===== src/rtl/ysyx_24100005_pkg.sv =====
// Shared constants for the load/store path: funct3 codes, LSU FSM encoding,
// core-side opcodes, and the op legality check used at request accept.
package ysyx_24100005_pkg;

  // Load funct3 codes; the store codes share the B/H/W encodings.
  localparam logic [2:0] F3_LB  = 3'b000;
  localparam logic [2:0] F3_LH  = 3'b001;
  localparam logic [2:0] F3_LW  = 3'b010;
  localparam logic [2:0] F3_LBU = 3'b100;
  localparam logic [2:0] F3_LHU = 3'b101;
  localparam logic [2:0] F3_SB  = 3'b000;
  localparam logic [2:0] F3_SH  = 3'b001;
  localparam logic [2:0] F3_SW  = 3'b010;

  // Major opcodes for the core-side decoder.
  localparam logic [6:0] OPC_LOAD  = 7'b0000011;
  localparam logic [6:0] OPC_STORE = 7'b0100011;

  // LSU FSM encoding.
  localparam logic [1:0] S_IDLE = 2'd0;
  localparam logic [1:0] S_REQ  = 2'd1;
  localparam logic [1:0] S_WAIT = 2'd2;
  localparam logic [1:0] S_RESP = 2'd3;

  // True when funct3 is defined for the direction and the address is
  // naturally aligned for the access size.
  function automatic logic lsu_op_legal(input logic       wen,
                                        input logic [2:0] funct3,
                                        input logic [1:0] off);
    logic ok;
    ok = 1'b0;
    case (funct3)
      F3_LB:   ok = 1'b1;
      F3_LH:   ok = ~off[0];
      F3_LW:   ok = (off == 2'b00);
      F3_LBU:  ok = ~wen;
      F3_LHU:  ok = ~wen & ~off[0];
      default: ok = 1'b0;
    endcase
    return ok;
  endfunction

endpackage


===== src/rtl/ysyx_24100005_lsu_align.sv =====
// Byte-lane steering: store data shift and strobe generation, plus load
// byte/half extraction with sign or zero extension. Purely combinational.
module ysyx_24100005_lsu_align
  import ysyx_24100005_pkg::*;
(
  input  logic        wen_i,
  input  logic [2:0]  funct3_i,
  input  logic [1:0]  off_i,
  input  logic [31:0] st_data_i,
  input  logic [31:0] ld_word_i,
  output logic [31:0] st_data_o,
  output logic [3:0]  st_mask_o,
  output logic [31:0] ld_data_o
);

  logic [4:0]  sh_amt;
  logic [31:0] ld_sh;

  assign sh_amt = {off_i, 3'b000};
  assign ld_sh  = ld_word_i >> sh_amt;

  // Lane shift/strobe for stores and extract/extend for loads; strobes and
  // store data are forced to zero for loads.
  always_comb begin
    st_data_o = '0;
    st_mask_o = '0;
    ld_data_o = '0;
    case (funct3_i)
      F3_LB: begin
        st_data_o = {24'h0, st_data_i[7:0]} << sh_amt;
        st_mask_o = 4'b0001 << off_i;
        ld_data_o = {{24{ld_sh[7]}}, ld_sh[7:0]};
      end
      F3_LH: begin
        st_data_o = {16'h0, st_data_i[15:0]} << sh_amt;
        st_mask_o = 4'b0011 << off_i;
        ld_data_o = {{16{ld_sh[15]}}, ld_sh[15:0]};
      end
      F3_LW: begin
        st_data_o = st_data_i;
        st_mask_o = 4'b1111;
        ld_data_o = ld_sh;
      end
      F3_LBU:  ld_data_o = {24'h0, ld_sh[7:0]};
      F3_LHU:  ld_data_o = {16'h0, ld_sh[15:0]};
      default: ;
    endcase
    if (!wen_i) begin
      st_data_o = '0;
      st_mask_o = '0;
    end
  end

endmodule


===== src/rtl/ysyx_24100005_lsu.sv =====
// Multi-cycle load/store unit: accepts one op, issues a word-aligned
// valid/ready memory request, waits for the response (with timeout), and
// returns an extended result over a valid/ready response channel.
module ysyx_24100005_lsu
  import ysyx_24100005_pkg::*;
#(
  parameter int unsigned TIMEOUT_CYC = 255
) (
  input  logic        clk,
  input  logic        rst,
  input  logic        req_valid,
  output logic        req_ready,
  input  logic        req_wen,
  input  logic [2:0]  req_funct3,
  input  logic [31:0] req_addr,
  input  logic [31:0] req_wdata,
  output logic        resp_valid,
  input  logic        resp_ready,
  output logic [31:0] resp_rdata,
  output logic        resp_err,
  output logic        mem_valid,
  input  logic        mem_ready,
  output logic        mem_wen,
  output logic [31:0] mem_addr,
  output logic [31:0] mem_wdata,
  output logic [3:0]  mem_wmask,
  input  logic        mem_rsp_valid,
  input  logic [31:0] mem_rsp_rdata
);

  localparam int unsigned CW = $clog2(TIMEOUT_CYC + 1);
  localparam logic [CW-1:0] CNT_LAST = CW'(TIMEOUT_CYC - 1);

  logic [1:0]    state_q, state_d;
  logic          wen_q, wen_d;
  logic [2:0]    f3_q, f3_d;
  logic [1:0]    off_q, off_d;
  logic [CW-1:0] cnt_q, cnt_d;
  logic          mem_valid_q, mem_valid_d;
  logic          mem_wen_q, mem_wen_d;
  logic [31:0]   mem_addr_q, mem_addr_d;
  logic [31:0]   mem_wdata_q, mem_wdata_d;
  logic [3:0]    mem_wmask_q, mem_wmask_d;
  logic          resp_valid_q, resp_valid_d;
  logic [31:0]   resp_rdata_q, resp_rdata_d;
  logic          resp_err_q, resp_err_d;

  logic          in_idle;
  logic          al_wen;
  logic [2:0]    al_f3;
  logic [1:0]    al_off;
  logic [31:0]   al_st_data;
  logic [3:0]    al_st_mask;
  logic [31:0]   al_ld_data;

  assign in_idle   = (state_q == S_IDLE);
  assign req_ready = in_idle && !rst;

  // One aligner serves both directions: request fields drive it in IDLE
  // (store shaping), latched fields drive it afterwards (load extraction).
  assign al_wen = in_idle ? req_wen       : wen_q;
  assign al_f3  = in_idle ? req_funct3    : f3_q;
  assign al_off = in_idle ? req_addr[1:0] : off_q;

  ysyx_24100005_lsu_align u_align (
    .wen_i     (al_wen),
    .funct3_i  (al_f3),
    .off_i     (al_off),
    .st_data_i (req_wdata),
    .ld_word_i (mem_rsp_rdata),
    .st_data_o (al_st_data),
    .st_mask_o (al_st_mask),
    .ld_data_o (al_ld_data)
  );

  // Next-state and next-output logic for the IDLE/REQ/WAIT/RESP sequence.
  always_comb begin
    state_d      = state_q;
    wen_d        = wen_q;
    f3_d         = f3_q;
    off_d        = off_q;
    cnt_d        = cnt_q;
    mem_valid_d  = mem_valid_q;
    mem_wen_d    = mem_wen_q;
    mem_addr_d   = mem_addr_q;
    mem_wdata_d  = mem_wdata_q;
    mem_wmask_d  = mem_wmask_q;
    resp_valid_d = resp_valid_q;
    resp_rdata_d = resp_rdata_q;
    resp_err_d   = resp_err_q;
    case (state_q)
      S_IDLE: begin
        if (req_valid && req_ready) begin
          wen_d = req_wen;
          f3_d  = req_funct3;
          off_d = req_addr[1:0];
          if (!lsu_op_legal(req_wen, req_funct3, req_addr[1:0])) begin
            state_d      = S_RESP;
            resp_valid_d = 1'b1;
            resp_err_d   = 1'b1;
            resp_rdata_d = '0;
          end else begin
            state_d     = S_REQ;
            mem_valid_d = 1'b1;
            mem_wen_d   = req_wen;
            mem_addr_d  = {req_addr[31:2], 2'b00};
            mem_wdata_d = al_st_data;
            mem_wmask_d = al_st_mask;
          end
        end
      end
      S_REQ: begin
        if (mem_ready) begin
          state_d     = S_WAIT;
          mem_valid_d = 1'b0;
          cnt_d       = '0;
        end
      end
      S_WAIT: begin
        cnt_d = cnt_q + CW'(1);
        if (mem_rsp_valid) begin
          state_d      = S_RESP;
          resp_valid_d = 1'b1;
          resp_err_d   = 1'b0;
          resp_rdata_d = wen_q ? '0 : al_ld_data;
        end else if (cnt_q == CNT_LAST) begin
          state_d      = S_RESP;
          resp_valid_d = 1'b1;
          resp_err_d   = 1'b1;
          resp_rdata_d = '0;
        end
      end
      S_RESP: begin
        if (resp_ready) begin
          state_d      = S_IDLE;
          resp_valid_d = 1'b0;
        end
      end
      default: state_d = S_IDLE;
    endcase
  end

  // State and registered outputs; reset aborts any op in flight.
  always_ff @(posedge clk or posedge rst) begin
    if (rst) begin
      state_q      <= S_IDLE;
      wen_q        <= 1'b0;
      f3_q         <= '0;
      off_q        <= '0;
      cnt_q        <= '0;
      mem_valid_q  <= 1'b0;
      mem_wen_q    <= 1'b0;
      mem_addr_q   <= '0;
      mem_wdata_q  <= '0;
      mem_wmask_q  <= '0;
      resp_valid_q <= 1'b0;
      resp_rdata_q <= '0;
      resp_err_q   <= 1'b0;
    end else begin
      state_q      <= state_d;
      wen_q        <= wen_d;
      f3_q         <= f3_d;
      off_q        <= off_d;
      cnt_q        <= cnt_d;
      mem_valid_q  <= mem_valid_d;
      mem_wen_q    <= mem_wen_d;
      mem_addr_q   <= mem_addr_d;
      mem_wdata_q  <= mem_wdata_d;
      mem_wmask_q  <= mem_wmask_d;
      resp_valid_q <= resp_valid_d;
      resp_rdata_q <= resp_rdata_d;
      resp_err_q   <= resp_err_d;
    end
  end

  assign mem_valid  = mem_valid_q;
  assign mem_wen    = mem_wen_q;
  assign mem_addr   = mem_addr_q;
  assign mem_wdata  = mem_wdata_q;
  assign mem_wmask  = mem_wmask_q;
  assign resp_valid = resp_valid_q;
  assign resp_rdata = resp_rdata_q;
  assign resp_err   = resp_err_q;

endmodule


===== config.mk =====
export PLATFORM = sky130hd
export DESIGN_NAME = ysyx_24100005_lsu
export DESIGN_NICKNAME = d
export VERILOG_FILES = /design/src/rtl/ysyx_24100005_pkg.sv /design/src/rtl/ysyx_24100005_lsu_align.sv /design/src/rtl/ysyx_24100005_lsu.sv
export SDC_FILE = /design/constraint.sdc
export NUM_CORES = 1
export LEC_CHECK = 0
export ABC_CLOCK_PERIOD_IN_PS = 4300
export BUFFER_PORTS_ARGS = -buffer_cell sky130_fd_sc_hd__buf_2
export CORE_MARGIN = 2
export CORE_UTILIZATION = 52
export DETAILED_ROUTE_END_ITERATION = 7
export GPL_TIMING_DRIVEN = 1
export PLACE_DENSITY_LB_ADDON = 0.05
export SLEW_MARGIN = 10
export SYNTH_ARGS = -nofsm -noshare
export SYNTH_HDL_FRONTEND = slang
export SYNTH_HIERARCHICAL = 1
export SYNTH_SLANG_ARGS = --single-unit
export TNS_END_PERCENT = 50

===== constraint.sdc =====
create_clock -name clk -period 4.3 [get_ports clk]
set_input_delay 0.43 -clock clk [delete_from_list [all_inputs] [get_ports clk]]
set_output_delay 0.43 -clock clk [all_outputs]
set_load 0.02 [all_outputs]

== After elaboration in Yosys (flattened, before gate mapping) ==
Cells that the tools add are included.

* Bits in registers: 118
* Input bits: 106
* Output and inout port bits: 105
* Word-level logic and storage cells: 96

* Add/sub/neg operators: 1
* Equality and inequality tests: 18
* Shifts and indexed selects: 5
* Mux-type cells: 38
* Bitwise operators: 3
* Reductions and logical operators: 18

{| class="wikitable"
|+ Operators by type and width
! operator !! count
|-
| $mux W32 || 6
|-
| $pmux W32 S5 || 1
|-
| $pmux W32 S3 || 1
|-
| $pmux W32 S2 || 1
|-
| $shl A16 B5 Y32 || 1
|-
| $shl A8 B5 Y32 || 1
|-
| $shr A32 B5 Y32 || 1
|-
| $pmux W8 S2 || 1
|-
| $mux W2 || 7
|-
| $eq A3 B3 Y1 const B || 4
|-
| $mux W1 || 12
|-
| $pmux W4 S3 || 1
|-
| $reduce_and A4 Y1 || 3
|-
| $add A8 B1 Y8 const B || 1
|-
| $eq A8 B8 Y1 const B || 1
|-
| $mux W8 || 1
|-
| $pmux W2 S4 || 1
|-
| $eq A3 B1 Y1 const B || 2
|-
| $eq A3 B2 Y1 const B || 2
|-
| $logic_not A3 Y1 || 2
|-
| $ne A2 B2 Y1 const B || 3
|-
| $reduce_bool A2 Y1 || 3
|-
| $pmux W1 S5 || 1
|-
| $reduce_and A5 Y1 || 1
|-
| 18 further kinds || 25
|}

== Depth between registers and ports, before layout ==
Gate-level depths: netlist of run 1.

* Word-level depth: 8
* Depth in mapped cells: 13
* Mapped depth without buffers: 9

== By module ==
The synthesis of run 1 kept the hierarchy.

{| class="wikitable"
|+ By module, submodules not included
! module !! times used !! cells an instance !! area each (um^2) !! sequential area each (um^2)
|-
| ysyx_24100005_lsu || 1 || 386 || 5057.4 || 2952.8
|-
| ysyx_24100005_lsu_align || 1 || 224 || 1632.8 || 0.0
|}

== Worst setup path before layout of run 1 ==
OpenSTA, ideal clock, no wires.

* Path kind: register -> register
* Start: register state_q[0]
* End: register resp_rdata_q[24] (netlist: resp_rdata[24])
* Setup time: 79 ps
* Arrival time: 2577 ps
* Data required time: 4221 ps
* Slack: 1644 ps
* Stages on the path, launching flop included: 12
* Path buffers: 2
* Clock period less this slack: 2656 ps
* Cell sequence: dfrtp_1 -> inv_1 -> ha_1 -> dlygate4sd1_1 -> mux2_2 -> buf_6 -> and2b_1 -> o21ai_1 -> a221oi_2 -> a21o_1 -> nand2_1 -> mux2i_1

* Longest elaborated chain between the ends: 7
* Elaborated cells between the ends (all ways): 21
* Classes of those cells: 8 x eq/ne; 1 x shift; 6 x mux; 6 x reduce/logical

{| class="wikitable"
|+ RTL lines
! element !! RTL line !! text
|-
| from (decl) || ysyx_24100005_lsu.sv:34 || <nowiki>logic [1:0] state_q, state_d;</nowiki>
|-
| from (signal assigned) || ysyx_24100005_lsu.sv:160 || <nowiki>state_q <= state_d;</nowiki>
|-
| $logic_not A2 Y1 || ysyx_24100005_lsu.sv:56 || <nowiki>assign in_idle = (state_q == S_IDLE);</nowiki>
|-
| $mux W2 || ysyx_24100005_lsu.sv:63 || <nowiki>assign al_off = in_idle ? req_addr[1:0] : off_q;</nowiki>
|-
| named net al_off[1] || ysyx_24100005_lsu.sv:51 || <nowiki>logic [1:0] al_off;</nowiki>
|-
| $shr A32 B5 Y32 || ysyx_24100005_lsu_align.sv:20 || <nowiki>assign ld_sh = ld_word_i >> sh_amt;</nowiki>
|-
| $pmux W32 S5 || ysyx_24100005_lsu_align.sv:28 || <nowiki>case (funct3_i)</nowiki>
|-
| named net al_ld_data[24] || ysyx_24100005_lsu.sv:54 || <nowiki>logic [31:0] al_ld_data;</nowiki>
|-
| $mux W32 || ysyx_24100005_lsu.sv:125 || <nowiki>resp_rdata_d = wen_q ? '0 : al_ld_data;</nowiki>
|-
| $mux W32 || ysyx_24100005_lsu.sv:121 || <nowiki>if (mem_rsp_valid) begin</nowiki>
|-
| $pmux W32 S2 || ysyx_24100005_lsu.sv:91 || <nowiki>case (state_q)</nowiki>
|-
| to (signal assigned) || ysyx_24100005_lsu.sv:171 || <nowiki>resp_rdata_q <= resp_rdata_d;</nowiki>
|-
| to (decl) || ysyx_24100005_lsu.sv:45 || <nowiki>logic [31:0] resp_rdata_q, resp_rdata_d;</nowiki>
|}

The timed path passes the listed nets, and every way through them passes these cells.
A chain may end at the register's enable or synchronous reset.

== Final worst setup path of run 1 ==
* Start: register state_q[0]
* End: register mem_wdata_q[12] (netlist: mem_wdata[12])

* Longest elaborated chain between the ends: 5
* Elaborated cells between the ends (all ways): 14
* Classes of those cells: 2 x eq/ne; 2 x shift; 5 x mux; 5 x reduce/logical

{| class="wikitable"
|+ RTL lines
! element !! RTL line !! text
|-
| $logic_not A2 Y1 (*) || ysyx_24100005_lsu.sv:56 ||
|-
| $mux W2 (*) || ysyx_24100005_lsu.sv:63 ||
|-
| named net al_off[0] || ysyx_24100005_lsu.sv:51 ||
|-
| $shl A16 B5 Y32 or $shl A8 B5 Y32 (tied branches) || ysyx_24100005_lsu_align.sv:35, ysyx_24100005_lsu_align.sv:30 ||
|-
| $pmux W32 S3 (*) || ysyx_24100005_lsu_align.sv:28 ||
|-
| $mux W32 (*) || ysyx_24100005_lsu_align.sv:48 || <nowiki>if (!wen_i) begin</nowiki>
|-
| named net al_st_data[12] || ysyx_24100005_lsu.sv:52 || <nowiki>logic [31:0] al_st_data;</nowiki>
|-
| to (signal assigned) || ysyx_24100005_lsu.sv:168 || <nowiki>mem_wdata_q <= mem_wdata_d;</nowiki>
|-
| to (decl) || ysyx_24100005_lsu.sv:42 || <nowiki>logic [31:0] mem_wdata_q, mem_wdata_d;</nowiki>
|}

The timed path passes the listed nets; every way through them passes the cells marked *.

==> summary.md, run 1 <==
| Metric | Value |
|---|---|
| Status | finished, final reports clean |
| Pin count of the biggest net entering global routing | 66 |
| Worst IR Drop VDD | ~0.48 mV |
| P_sw | between 2 and 3 mW |
| Die width | 117 um |
| Crit. End Element | register |
| Synth area leaders | dfrtp_1, mux2_1, mux2i_1 |
| CTS Buf Count | 17 |
| Vias/cell | 5.43 |
| Hold Buf Count CTS | 0 |
| PortBufs | about 210 |
| R2r setup slk | 880 ps |
| Register clock-pin slew on the reported worst setup and hold paths | ~50 ps |
| Initial antenna violation count | 1 |
| Clock sinks | ~120 |
| CP startpoint kind | register |
| Synthesis warning total | 6 |
| Combinational power share | 0.506 |
| RSZ-0062 raised after global routing | false |
| Hold Path Class | primary input to asynchronous set/reset pin |
| Post-CTS sizing | 0 |
| Max Transition Viols Final | 0 |
| Critical R2R Capture | mem_wdata[12] |
| Max-cap violations | 0 |
| CTS Buffer Depth | 2 |
| Max Fanout on Critical Path | 51 |
| Yosys top cell by area | dfrtp_1 |
| Global-route wire length before repair | about 27000 um |
| DR pass1 iterations | 5 |
| Worst Setup Path Type | register to register |
| Setup violations, final | 0 |
| Internal | between 3 and 4 mW |
| Post-synth top area share | 0.441 |
| Die ar. | 0.0138 mm^2 |
| Fin crit share | 0.795 |
| Total track usage | 0.249 |
| Share of cells above drive strength 1 | 0.341 |
| Vias | roughly 5400 |
| Initial Util | 0.532 |
| Grt ovf | 0 |
| FP Rows | a little over 40 |
| Final min period | between 3000 and 4000 ps |
| CTS tree | done |
| Via count of the first global-routing pass | ~5500 |
| Pwr Total | 6.42 mW |
| Worst-Margin Slew | 1070 ps |
| Req. time, crit path | about 4600 ps |
| WL/cell | 17.0 um |
| WP data arrival | roughly 3700 ps |
| Flops & latches, synth | 118 |
| Post-synthesis cell count | just over 600 |
| Area Growth Syn to Fin | 24.9% |
| Switching part of the total | 0.423 |
| Reg-to-Reg Start | state_q[0] |
| Post-Route WL | ~17000 um |
| Leak | approximately 4.3 nW |
| Post-DP HPWL | between 10000 and 15000 um |
| PD cells | 769 mW/mm^2 |
| Top post-synthesis cells by count | dfrtp_1, mux2_1, mux2i_1 |
| Cell variety after synth | 62 |
| Sequential fraction of design power | 0.265 |
| Count of flip-flops with a built-in enable after synthesis | 0 |
| Top FF cell, synth | dfrtp_1 |
| Nets | slightly above 900 |
| Placer congestion estimate | roughly 0.82 |
| H-tree levels | 4 |
| Util after Layout | 0.665 |
| Crit path launch | state_q[0] |
| Worst-case clock skew | between 10 and 15 ps |
| I/O pins | about 210 |
| Final Hold Violating Endpoints | 0 |
| Reg2Reg Depth | 8 |
| Worst skew pair latency | 420 ps |
| Slew HR | 0.288 |
| Syn Area/Cell | 11.0 um^2 |
| Core outline area | between 0.01 and 0.015 mm^2 |
| Cell area after synthesis | ~0.0067 mm^2 |
| Share of synthesized flip-flops with an asynchronous set or reset | 1.00 |
| Die Y-Extent | approximately 120 um |
| CTS Root Cell | clkbuf_16 |
| DR iter-0 viols | 285 |
| CP Capture Point | mem_wdata[12] |
| Clock network power share | 0.228 |
| F_max | about 290 MHz |
| Most frequent cell after synthesis | dfrtp_1 |
| Post-synthesis sequential area ratio | 0.441 |
| DRC violations left | 0 |
| ANT nets after route | 0 |
| Fin Setup TNS | 0 ps |
| Post-CTS Setup Bufs | 0 |
==> power groups by stage <==
| stage | logic [mW] | clock network [mW] | registers [mW] |
|---|---|---|---|
| detailed placement | 3.23 | 0 | 1.72 |
| global route | 3.52 | 1.54 | 1.76 |
| floorplan | 2.13 | 0 | 2.12 |
| finish | 3.25 | 1.47 | 1.70 |
| global placement | 3.18 | 0 | 1.70 |
| CTS | 3.25 | 1.50 | 1.71 |
==> worst min path at each step <==
| stage | endpoint | start | cells after the start |
|---|---|---|---|
| 2_1_floorplan | cnt_q[4] | cnt_q[4] | 1 |
| 5_1_grt | mem_addr[20] | req_addr[20] | 2 |
| 4_1_cts | mem_addr[28] | req_addr[28] | 2 |
| 3_5_place_dp | mem_wdata[6] | mem_wdata[6] | 1 |
| 6_report | state_q[1] | rst | 2 |
| 3_3_place_gp | mem_addr[31] | mem_addr[31] | 1 |
==> registers in the layout (all words and copies together) (netlist names) <==
signal / count
cnt_q: 8
f3_q: 3
mem_addr: 30
mem_valid: 1
mem_wdata: 32
mem_wen: 1
mem_wmask: 4
off_q: 2
resp_err: 1
resp_rdata: 32
resp_valid: 1
state_q: 2
wen_q: 1
==> per-stage QoR <==
step	cells	hold slack, ps	worst slack [ps]	instance area [um^2]
floorplan	611	458	741	6690
detailed placement	956	475	941	7730
finish	989	196	883	8360
global placement	956	469	1040	7730
CTS	988	207	917	8350
global route	989	209	607	8360
==> per-layer routing <==
layer,track usage,vias to the layer above,wire (um)
li1,-,2540,-
met1,0.315,2625,7290
met2,0.410,179,8180
met3,0.0652,28,931
met4,0.0949,0,366
met5,0,-,0
==> cell type report <==
class / instances / area, um^2
diodes: 1 / 2.50
clock buffers: 21 / 470
clock inverters: 11 / 149
fillers: 1015 / 4210
inverters: 41 / 156
multi-input cells: 412 / 3330
flip-flops and latches: 118 / 2950
well taps: 172 / 215
repair buffers: 213 / 1080
==> worst max-delay path, cell delays in order (launching register included) <==
cell and delay (ps):
dfrtp_1 400, inv_1 140, ha_1 530, mux2_2 990
inv_2 340, a31oi_1 330, o2bb2ai_1 110, and2_1 150
mux2_1 270
==> logic make-up after synthesis <==
family | Yosys count | share of synthesized area
multiplexers | 134 | 0.218
other | 1 | 0.000561
buffers and inverters | 81 | 0.0634
AO/OA/AOI/OAI | 123 | 0.137
XOR/XNOR | 2 | 0.00262
adder cells (fa/ha/maj) | 7 | 0.0131
flip-flops | 118 | 0.441
AND/OR/NAND/NOR | 144 | 0.124
==> layout by cell type (no fill, tap or decap), types with 13 or more instances in the layout <==
cell type | netlist | layout
buf_2 | 13 | 208
dfrtp_1 | 118 | 118
mux2_1 | 67 | 67
mux2i_1 | 52 | 52
nand2_1 | 50 | 50
inv_1 | 40 | 39
and2_1 | 34 | 34
o21ai_0 | 24 | 24
o2bb2ai_1 | 22 | 22
nor2b_1 | 18 | 18
clkbuf_16 | 0 | 17
a211oi_1 | 17 | 17
nor2_1 | 15 | 14
mux2_2 | 13 | 13
Power figures use the tool's default switching activity.
==> run 2: changes to the inputs <==
Settings changed: ABC_CLOCK_PERIOD_IN_PS 4300 to 2900, CORE_UTILIZATION 52 to 47.
Clock period 4.3 ns to 2.9 ns, I/O delays scaled along.
==> summary.md, run 2 (synthesized netlist as in run 1, its figures left out) <==
| Metric | Value |
|---|---|
| CTS Buf Count | 17 |
| Leak | between 4 and 5 nW |
| ANT nets after route | 0 |
| WL/cell | between 15 and 20 um |
| Global-route wire length before repair | ~27000 um |
| Req. time, crit path | 3230 ps |
| Clock sinks | 118 |
| Max Fanout on Critical Path | 22 |
| R2r setup slk | 270 ps |
| Area Growth Syn to Fin | 26.8% |
| CP startpoint kind | register |
| CTS Buffer Depth | 2 |
| Post-DP HPWL | roughly 12000 um |
| DR pass1 iterations | 8 |
| Slew HR | 0.470 |
| Die ar. | 0.0152 mm^2 |
| DR iter-0 viols | 286 |
| Register clock-pin slew on the reported worst setup and hold paths | 60 ps |
| Grt ovf | 0 |
| Initial Util | 0.482 |
| Pin count of the biggest net entering global routing | 63 |
| Core outline area | 0.0139 mm^2 |
| WP data arrival | ~3000 ps |
| Worst-Margin Slew | a little under 800 ps |
| RSZ-0062 raised after global routing | false |
| Critical R2R Capture | resp_rdata[12] |
| Worst-case clock skew | approximately 7.9 ps |
| CTS Root Cell | clkbuf_16 |
| Commonest non-fill, non-tap cell in the layout | buf_2 |
| Final min period | approximately 2600 ps |
| Pwr Total | about 9.7 mW |
| Reg-to-Reg Start | state_q[1] |
| Status | finished with violations |
| DRC violations left | 4 |
| Die width | 123 um |
| Vias/cell | between 5 and 6 |
| Most frequent cells in the layout | buf_2, dfrtp_1, mux2_1 |
| Placed cell count | 969 |
| Worst Setup Path Type | register to register |
| F_max | 380 MHz |
| Failing checks | design-rule violations |
| Initial antenna violation count | 1 |
| Fin crit share | 0.908 |
| PD cells | 1140 mW/mm^2 |
| Fin Setup TNS | 0 ps |
| Hold Path Origin | req_addr[13] |
| Share of cells above drive strength 1 | 0.345 |
| Worst skew pair latency | 420 ps |
| Via count of the first global-routing pass | 5234 |
| Crit. End Element | register |
| Setup violations, final | 0 |
| Hold depth | 2 |
| Placer congestion estimate | 0.870 |
| Final Hold Violating Endpoints | 0 |
| Reg2Reg Depth | 10 |
| Die Y-Extent | around 120 um |
| Max Transition Viols Final | 0 |
| Post-CTS Setup Bufs | 0 |
| Worst IR Drop VDD | roughly 0.66 mV |
| Total track usage | 0.226 |
| Layout Cells excl Fill | 1003 |
| Vias | approximately 5300 |
| H-tree levels | 4 |
| Worst hold slack | between 80 and 90 ps |
| Nets | 922 |
| Max-cap violations | 0 |
| PortBufs | around 210 |
| I/O pins | about 210 |
| Post-Route WL | approximately 17000 um |
| Hold Path Sink | mem_addr[13] |
| Hold Path Class | primary input to register |
| CTS tree | done |
| FP Rows | 43 |
## run 2: worst max-delay path, cell delays in order (launching register included)
cell and delay (ps):
dfrtp_1 410, inv_1 130, ha_2 290, mux2_2 510
buf_4 280, and2b_1 360, o2bb2ai_1 150, o21ai_0 100
nand2_1 80, nand2_1 60, mux2i_1 150
## run 2: worst max-delay path by stage
stage / from / to
global placement: state_q[0] / resp_rdata[12]
finish: state_q[1] / resp_rdata[12]
global route: state_q[1] / resp_rdata[14]
CTS: state_q[0] / resp_rdata[12]
detailed placement: state_q[0] / resp_rdata[12]
floorplan: state_q[0] / resp_rdata[24]
## run 2: repair_timing
item                                    4_1_cts  5_1_grt
gates resized for setup                       0        3
endpoints found under the hold margin        11        0
hold buffers                                  1        0
endpoints found under the setup margin        0       10
## run 2: cell type report
cell class / count / area [um^2]
inverters: 41 / 158
flip-flops and latches: 118 / 2950
clock buffers: 19 / 443
multi-input cells: 412 / 3340
diodes: 1 / 2.50
repair buffers: 219 / 1160
well taps: 180 / 225
fillers: 1177 / 5400
clock inverters: 13 / 198
## run 2: per-layer routing
layer,up-vias,global-route usage,wire (um)
met5,-,0,0
met4,0,0.0866,292
met3,23,0.0480,902
met2,168,0.358,8170
met1,2601,0.305,7570
li1,2551,-,-
## run 2: report_power, final
part,internal (mW),switching [mW],total [mW]
clock,1.47,0.789,2.26
sequential,2.22,0.306,2.53
combinational,1.94,2.95,4.89
total,5.63,4.05,9.68
## run 2: through the flow
stage	util	setup slack, ps	instance area [um^2]
floorplan	-	244	6700
global placement	0.563	227	7820
detailed placement	0.563	116	7820
CTS	0.610	80.5	8470
global route	0.611	72.0	8480
finish	0.611	266	8480
